==> src/rtl/logic_unit_pipe_pkg.sv <==
`default_nettype none
// ============================================================================
//  Module      : logic_unit_pipe_pkg
//  Description : Opcode encoding and per-bit result function for the
//                pipelined logic unit.
//  Revision    : 1.0 - initial release
// ============================================================================
package logic_unit_pipe_pkg;

    localparam int OP_W = 3;

    typedef enum logic [OP_W-1:0] {
        LOGIC_AND    = 3'b000,
        LOGIC_OR     = 3'b001,
        LOGIC_NAND   = 3'b010,
        LOGIC_NOR    = 3'b011,
        LOGIC_XOR    = 3'b100,
        LOGIC_XNOR   = 3'b101,
        LOGIC_NOT_A  = 3'b110,
        LOGIC_PASS_A = 3'b111
    } logic_op_e;

    // Single-bit result; the top replicates it across DATA_W so that any
    // operand width is supported without a fixed-width helper.
    function automatic logic logic_bit(input logic_op_e op, input logic a, input logic b);
        logic r;
        r = a & b;
        case (op)
            LOGIC_AND:    r = a & b;
            LOGIC_OR:     r = a | b;
            LOGIC_NAND:   r = ~(a & b);
            LOGIC_NOR:    r = ~(a | b);
            LOGIC_XOR:    r = a ^ b;
            LOGIC_XNOR:   r = ~(a ^ b);
            LOGIC_NOT_A:  r = ~a;
            LOGIC_PASS_A: r = a;
            default:      r = a & b;
        endcase
        return r;
    endfunction

endpackage
`default_nettype wire

==> src/rtl/logic_pipe_slice.sv <==
`default_nettype none
// ============================================================================
//  Module      : logic_pipe_slice
//  Description : Valid/ready pipeline register with pass-through ready; holds
//                its payload while stalled.
//  Revision    : 1.0 - initial release
// ============================================================================
module logic_pipe_slice #(
    parameter int WIDTH = 8
) (
    input  logic             clk,
    input  logic             rst,
    input  logic             in_valid_i,
    output logic             in_ready_o,
    input  logic [WIDTH-1:0] in_data_i,
    output logic             out_valid_o,
    input  logic             out_ready_i,
    output logic [WIDTH-1:0] out_data_o
);

    logic             valid_q, valid_d;
    logic [WIDTH-1:0] data_q,  data_d;
    logic             w_adv;

    assign w_adv       = !valid_q || out_ready_i;
    assign in_ready_o  = w_adv && !rst;
    assign out_valid_o = valid_q;
    assign out_data_o  = data_q;

    always_comb begin
        valid_d = valid_q;
        data_d  = data_q;
        if (w_adv) begin
            valid_d = in_valid_i;
            if (in_valid_i) begin
                data_d = in_data_i;
            end
        end
    end

    always_ff @(posedge clk) begin
        if (rst) begin
            valid_q <= 1'b0;
            data_q  <= '0;
        end else begin
            valid_q <= valid_d;
            data_q  <= data_d;
        end
    end

endmodule
`default_nettype wire

==> src/rtl/logic_unit_pipe.sv <==
`default_nettype none
// ============================================================================
//  Module      : logic_unit_pipe
//  Description : Two-stage valid/ready bitwise logic unit with tag and
//                optional reduction flags (macro LOGIC_UNIT_PIPE_FLAGS_EN).
//  Revision    : 1.0 - initial release
// ============================================================================
module logic_unit_pipe
    import logic_unit_pipe_pkg::*;
#(
    parameter int DATA_W = 16,
    parameter int TAG_W  = 4
) (
    input  logic              CLK,
    input  logic              RST,
    input  logic              IN_VALID,
    output logic              IN_READY,
    input  logic [DATA_W-1:0] A_IN,
    input  logic [DATA_W-1:0] B_IN,
    input  logic [OP_W-1:0]   ALU_FUN,
    input  logic [TAG_W-1:0]  TAG_IN,
    output logic              OUT_VALID,
    input  logic              OUT_READY,
    output logic [DATA_W-1:0] LOGIC_OUT,
    output logic [TAG_W-1:0]  TAG_OUT,
    output logic              ZERO_FLAG,
    output logic              ONES_FLAG,
    output logic              PARITY_FLAG
);

    localparam int S1_W = 2*DATA_W + OP_W + TAG_W;
`ifdef LOGIC_UNIT_PIPE_FLAGS_EN
    localparam int S2_W = DATA_W + TAG_W + 3;
`else
    localparam int S2_W = DATA_W + TAG_W;
`endif

    logic [S1_W-1:0]   w_s1_in, w_s1_out;
    logic [S2_W-1:0]   w_s2_in, w_s2_out;
    logic              w_s1_valid, w_s2_ready;
    logic [DATA_W-1:0] w_s1_a, w_s1_b, w_res;
    logic [OP_W-1:0]   w_s1_op;
    logic [TAG_W-1:0]  w_s1_tag;

    assign w_s1_in = {A_IN, B_IN, ALU_FUN, TAG_IN};

    logic_pipe_slice #(.WIDTH(S1_W)) u_s1 (
        .clk         (CLK),
        .rst         (RST),
        .in_valid_i  (IN_VALID),
        .in_ready_o  (IN_READY),
        .in_data_i   (w_s1_in),
        .out_valid_o (w_s1_valid),
        .out_ready_i (w_s2_ready),
        .out_data_o  (w_s1_out)
    );

    assign {w_s1_a, w_s1_b, w_s1_op, w_s1_tag} = w_s1_out;

    for (genvar i = 0; i < DATA_W; i++) begin : g_bit
        assign w_res[i] = logic_bit(logic_op_e'(w_s1_op), w_s1_a[i], w_s1_b[i]);
    end

`ifdef LOGIC_UNIT_PIPE_FLAGS_EN
    // Flags are derived from the S1-side result so they register with it.
    assign w_s2_in = {w_res, w_s1_tag, ~|w_res, &w_res, ^w_res};
`else
    assign w_s2_in = {w_res, w_s1_tag};
`endif

    logic_pipe_slice #(.WIDTH(S2_W)) u_s2 (
        .clk         (CLK),
        .rst         (RST),
        .in_valid_i  (w_s1_valid),
        .in_ready_o  (w_s2_ready),
        .in_data_i   (w_s2_in),
        .out_valid_o (OUT_VALID),
        .out_ready_i (OUT_READY),
        .out_data_o  (w_s2_out)
    );

`ifdef LOGIC_UNIT_PIPE_FLAGS_EN
    assign {LOGIC_OUT, TAG_OUT, ZERO_FLAG, ONES_FLAG, PARITY_FLAG} = w_s2_out;
`else
    assign {LOGIC_OUT, TAG_OUT} = w_s2_out;
    assign ZERO_FLAG   = 1'b0;
    assign ONES_FLAG   = 1'b0;
    assign PARITY_FLAG = 1'b0;
`endif

endmodule
`default_nettype wire

==> config.mk <==
export PLATFORM = sky130hd
export DESIGN_NAME = logic_unit_pipe
export DESIGN_NICKNAME = d
export VERILOG_FILES = /design/src/rtl/logic_unit_pipe_pkg.sv /design/src/rtl/logic_pipe_slice.sv /design/src/rtl/logic_unit_pipe.sv
export SDC_FILE = /design/constraint.sdc
export NUM_CORES = 1
export LEC_CHECK = 0
export ABC_CLOCK_PERIOD_IN_PS = 1850
export CAP_MARGIN = 20
export CORE_AREA = 10 10 97 99
export CTS_BUF_LIST = sky130_fd_sc_hd__clkbuf_2
export DETAILED_ROUTE_END_ITERATION = 10
export DIE_AREA = 0 0 107 109
export GPL_ROUTABILITY_DRIVEN = 0
export HOLD_SLACK_MARGIN = 0.1
export MAX_ROUTING_LAYER = met4
export PLACE_DENSITY_LB_ADDON = 0.1
export SYNTH_ARGS = -nofsm -noshare
export SYNTH_HDL_FRONTEND = slang
export SYNTH_SLANG_ARGS = --single-unit
==> constraint.sdc <==
create_clock -name CLK -period 1.85 [get_ports CLK]
set_input_delay 0.185 -clock CLK [delete_from_list [all_inputs] [get_ports CLK]]
set_output_delay 0.185 -clock CLK [all_outputs]
set_load 0.005 [all_outputs]
# Word level (Yosys, flattened, before mapping)
# Cells that the tools add are included.
[op_classes]
bitwise = 112
n_reduce_logical = 10
muxes = 16
eq_ne = 7
[op_table]
columns = ["cell", "count"]
rows = [
  ["$pmux 1 s8", 16],
  ["$not 1->1", 64],
  ["$and 1x1->1", 16],
  ["$or 1x1->1", 16],
  ["$xor 1x1->1", 16],
  ["$eq 3x3->1 const B", 4],
  ["$eq 3x2->1 const B", 2],
  ["$reduce_and 2->1", 2],
  ["$eq 3x1->1 const B", 1],
  ["$logic_not 1->1", 3],
  ["$logic_not 3->1", 1],
  ["$logic_and 1x1->1", 2],
  ["$logic_or 1x1->1", 2],
]
[totals]
word_cells = 149
input_bits = 43
output_inout_bits = 25
regBits = 61

# Longest topological paths before layout
[depth]
depth_word = 5
depth_mapped = 7
mapped_depth_nobuf = 6

# By module
# Synthesis repeated with hierarchy kept, for this count alone.
[unflattened]
cells_unflattened = 506
hier_area_um2 = 4491.8
[by_module_without_submodules]
columns = ["module", "area_each_um2", "seq_area_each_um2", "cells_per_inst", "instances"]
rows = [
  ["logic_pipe_slice at u_s1", 1791.7, 800.8, 175, 1],
  ["logic_unit_pipe", 1752.9, 0.0, 239, 1],
  ["logic_pipe_slice at u_s2", 947.2, 420.4, 92, 1],
]

# Worst setup path after synthesis
# Ideal clock, no wire load.
[synth_timing]
path_type = "register -> register"
startpoint = "reg u_s1.data_q[6], in the netlist u_s1.out_data_o[6]"
endpoint = "reg u_s2.data_q[15], in the netlist u_s2.out_data_o[15]"
period_less_slack_ps = 1417
path_stages_with_launch = 8
required_time_ps = 1726
path_buffers = 3
t_arrival_ps = 1293
setup_time_ps = 124
slack_ps = 433
cell_sequence = "dfxtp_1 buf_6 buf_6 buf_6 mux2i_1 o22ai_1 nor4_1 nor3_1"
[synth_via]
elab_chain_cells = 2
word_cells_on_any_way = 9
cone_classes = "eq/ne: 7; mux: 1; reduce/logical: 1"
[synth_rtl]
columns = ["item", "line", "text"]
rows = [
  ["start: declaration", "logic_pipe_slice.sv:22", "logic [WIDTH-1:0] data_q, data_d;"],
  ["start signal: assignment", "logic_pipe_slice.sv:47", "data_q <= data_d;"],
  ["$eq 3x3->1, or another cell as far along", "logic_unit_pipe_pkg.sv:28", "case (op)"],
  ["$pmux 1 s8 *", "logic_unit_pipe_pkg.sv:28", ""],
  ["end signal: assignment", "logic_pipe_slice.sv:47", ""],
  ["end: declaration", "logic_pipe_slice.sv:22", ""],
]
# Mark *: on every way between the ends. The rest lies on a longest branch, timed or not.
# A chain may end at the register's enable or synchronous reset.

# Final worst setup path
[layout_timing]
startpoint = "reg u_s1.data_q[6], in the netlist u_s1.out_data_o[6]"
endpoint = "reg u_s2.data_q[10], in the netlist u_s2.out_data_o[10]"
# Same word-level chain as after synthesis.

==> metrics.md <==
| Metric | Value |
|---|---|
| Via count | `3,531` |
| Max Fclk | `590.0 MHz` |
| Fillers | `696` |
| DRC viols | `0` |
| R2R setup slack | `0.16 ns` |
| Outcome | `finished clean` |
| Synth Register Bits | `61` |
| CTS Buf Count | `9` |
| Synth area leaders | `dfxtp_1 31%, ha_1 10%, a21oi_1 7.5%` |
| Core footprint | `7527 µm²` |
| Post-CTS sizing | `2` |
| Crit end category | `flop` |
| Worst-path cell with the longest stage delay | `dfxtp_4` |
| Post-synthesis cell type count | `32` |
| Mean post-synth cell area | `8.557 µm²` |
| Startpoint Class | `flop` |
| Sink Count | `61` |
| DR WL/cell | `16.43 µm` |
| N_diodes | `0` |
| Pwr/cell area | `612.2 nW/µm²` |
| Final wirelength | `10.22 mm` |
| Fraction of layout instances using a drive strength above 1 | `16.35%` |
| Largest net degree at the start of global routing | `40` |
| Register area share after synthesis | `30.69%` |
| Design Power | `2.974 mW` |
| Worst-margin pin slew | `0.5806 ns` |
| Worst hold path startpoint | `RST` |
| CTS Hold Bufs | `0` |
| Clk root buf | `clkbuf_2` |
| Buf+Inv Stages, Crit Path | `1` |
| Die ar. | `11,660 µm²` |
| Vert. Die Dim | `109 µm` |
| Finished Cell Area | `4857 µm²` |
| Port Buf Inserts | `64` |
| Yosys top cell area share | `30.69%` |
| Family with the most delay on the worst path | `compound AO/OA/AOI/OAI gates` |
| Post-Synthesis Cell Area | `3979 µm²` |
| Total GRT Usage | `17.85%` |
| GRT overflow | `0` |
| Cell count of the worst reg-to-reg path | `5` |
| Starting Density | `52.86%` |
| Fin. max-slew vios | `0` |
| Starting DRC count in detailed routing | `285` |
| Initial DRT Pass Iterations | `4` |
| Syn-to-layout area delta | `22.08%` |
| Leak | `1.801 nW` |
| Max-slew headroom | `61.29%` |
| Num ports | `68` |
| Vias per inst | `5.677` |
| R2R Path Start | `u_s1.out_data_o[6]` |
| Final setup fails | `0` |
| Worst setup startpoint | `u_s1.out_data_o[6]` |
| Final #Nets | `591` |
| Critical path's largest stage delay | `0.51 ns` |
| Tcrit/Tclk final | `91.61%` |
| Area post-placement | `4751 µm²` |
| Largest area contributor in the synthesized netlist | `dfxtp_1` |
| CTS tree | `done` |
| Critical Path Stages | `5` |
| Crit-path cells | `buf_12 -> mux2_4 -> a211oi_2 -> o221ai_1 -> a21oi_1` |
| Clock skew | `0.01307 ns` |
| Worst-path clk slew | `0.18 ns` |
| Worst Hold Depth | `3` |
| H-tree Lvls | `3` |
| Setup bufs post-CTS | `0` |
| Setup TNS | `0 ns` |
| Die width | `107 µm` |
| RSZ-0062 raised after global routing | `false` |
| Synth Warn # | `0` |
| First-pass GRT wire length | `16.44 mm` |
| Period minus WS final | `1.695 ns` |
| Dpl hpwl | `7.419 mm` |
| Cells after synthesis | `465` |
| Maximum clock path buffer count | `2` |
| Worst-path maximum fanout | `27` |
| WP data arrival | `2.13 ns` |
| Initial antenna violation count | `0` |
| Fin. Hold Viols | `0` |
| Max VDD drop | `0.3998 mV` |
| WP data required | `2.29 ns` |
| Rows | `32` |
| Hold Path Class | `in2reg` |
| Max-Cap Viols | `0` |
| Skew-Pair Late Insertion Delay | `0.50 ns` |
| Vias in the first global route | `3,402` |
| Setup CP Type | `reg2reg` |
| Post-route ant nets | `0` |
-- per-layer routing --
metal,track usage (%),part of all wire (%),routed length (µm),up-vias
met3,4.366,6.3,640,12
met2,26.43,45,4552,112
met1,23.23,48,4922,1648
met5,-,0,0,-
met4,6.093,1.0,102,0
li1,-,-,-,1759
-- placed cells by master, fill, tap and decap left out, types with 16 or more instances in the layout --
cell / count
clkdlybuf4s50_1: 62
inv_1: 33
mux2i_1: 18
a21oi_1: 60
ha_1: 32
nand2_1: 24
nand3_1: 39
buf_4: 17
dfxtp_1: 60
o21ai_0: 39
mux2_2: 16
o22ai_1: 17
-- where the power goes --
part	total (mW)	internal (mW)	switching (mW)
Clock	0.787	0.291	0.496
Combinational	0.724	0.381	0.343
Sequential	1.46	1.39	0.0765
-- state kept, by name, summed over array words and instances, names as in the netlist --
| name | flops |
|---|---|
| u_s2.out_valid_o | 1 |
| u_s1.out_valid_o | 1 |
| u_s1.out_data_o | 39 |
| u_s2.out_data_o | 20 |
-- cell usage after synthesis, drive strengths merged --
master	number
a211oi	16
a21oi	60
buf	25
clkbuf	24
conb	1
dfxtp	61
ha	32
inv	33
mux2	30
mux2i	18
nand2	24
nand2b	3
nand3	39
nor2	4
nor2b	4
nor3	1
nor3b	14
nor4	1
o21a	1
o21ai	41
o221ai	14
o22ai	17
or2	1
or3	1
-- through the flow --
step,utilization (%),hold WS (ns),setup slack (ns),cells
finish,64.53,0.2145,0.1552,622
floorplan,-,0.3327,0.4333,467
global placement,63.12,0.4384,0.1881,607
CTS,64.49,0.1856,0.09518,622
global route,64.53,0.2036,0.07792,622
detailed placement,63.12,0.4442,0.1257,607
-- cells by family (layout without fill, tap and decap cells) --
logic type                 Yosys count  count (layout)  share of synthesized area (%)
muxes                               48              48                          14.34
and+or+nand+nor                     92              92                          11.95
buffers and inverters               82             135                          9.434
AOI/OAI and AO/OA                  149             149                          23.43
adders and majority gates           32              32                          10.06
other                                1               3                        0.09425
DFF                                 61              61                          30.69
-- final cells by class --
| type | count | area, µm² | share of cell area [%] |
|---|---|---|---|
| Multi-Input combinational cell | 324 | 2399 | 49.38 |
| Tap cell | 102 | 127.6 | 2.628 |
| Inverter | 33 | 123.9 | 2.550 |
| Timing Repair Buffer | 87 | 882.1 | 18.16 |
| Sequential cell | 61 | 1225 | 25.22 |
| Clock buffer | 9 | 45.04 | 0.9274 |
| Clock inverter | 6 | 55.05 | 1.133 |
-- worst paths after layout --
path                                             to
worst max-delay path            u_s2.out_data_o[10]
worst min-delay path               u_s2.out_valid_o
worst max register to register  u_s2.out_data_o[10]
worst min register to register   u_s2.out_data_o[1]
-- tightest hold or removal path: stages --
cell and delay, ns:
buf_2 0.13, buf_4 0.24, nor2_1 0.12
Note: power is estimated with default switching activity, not from simulation.
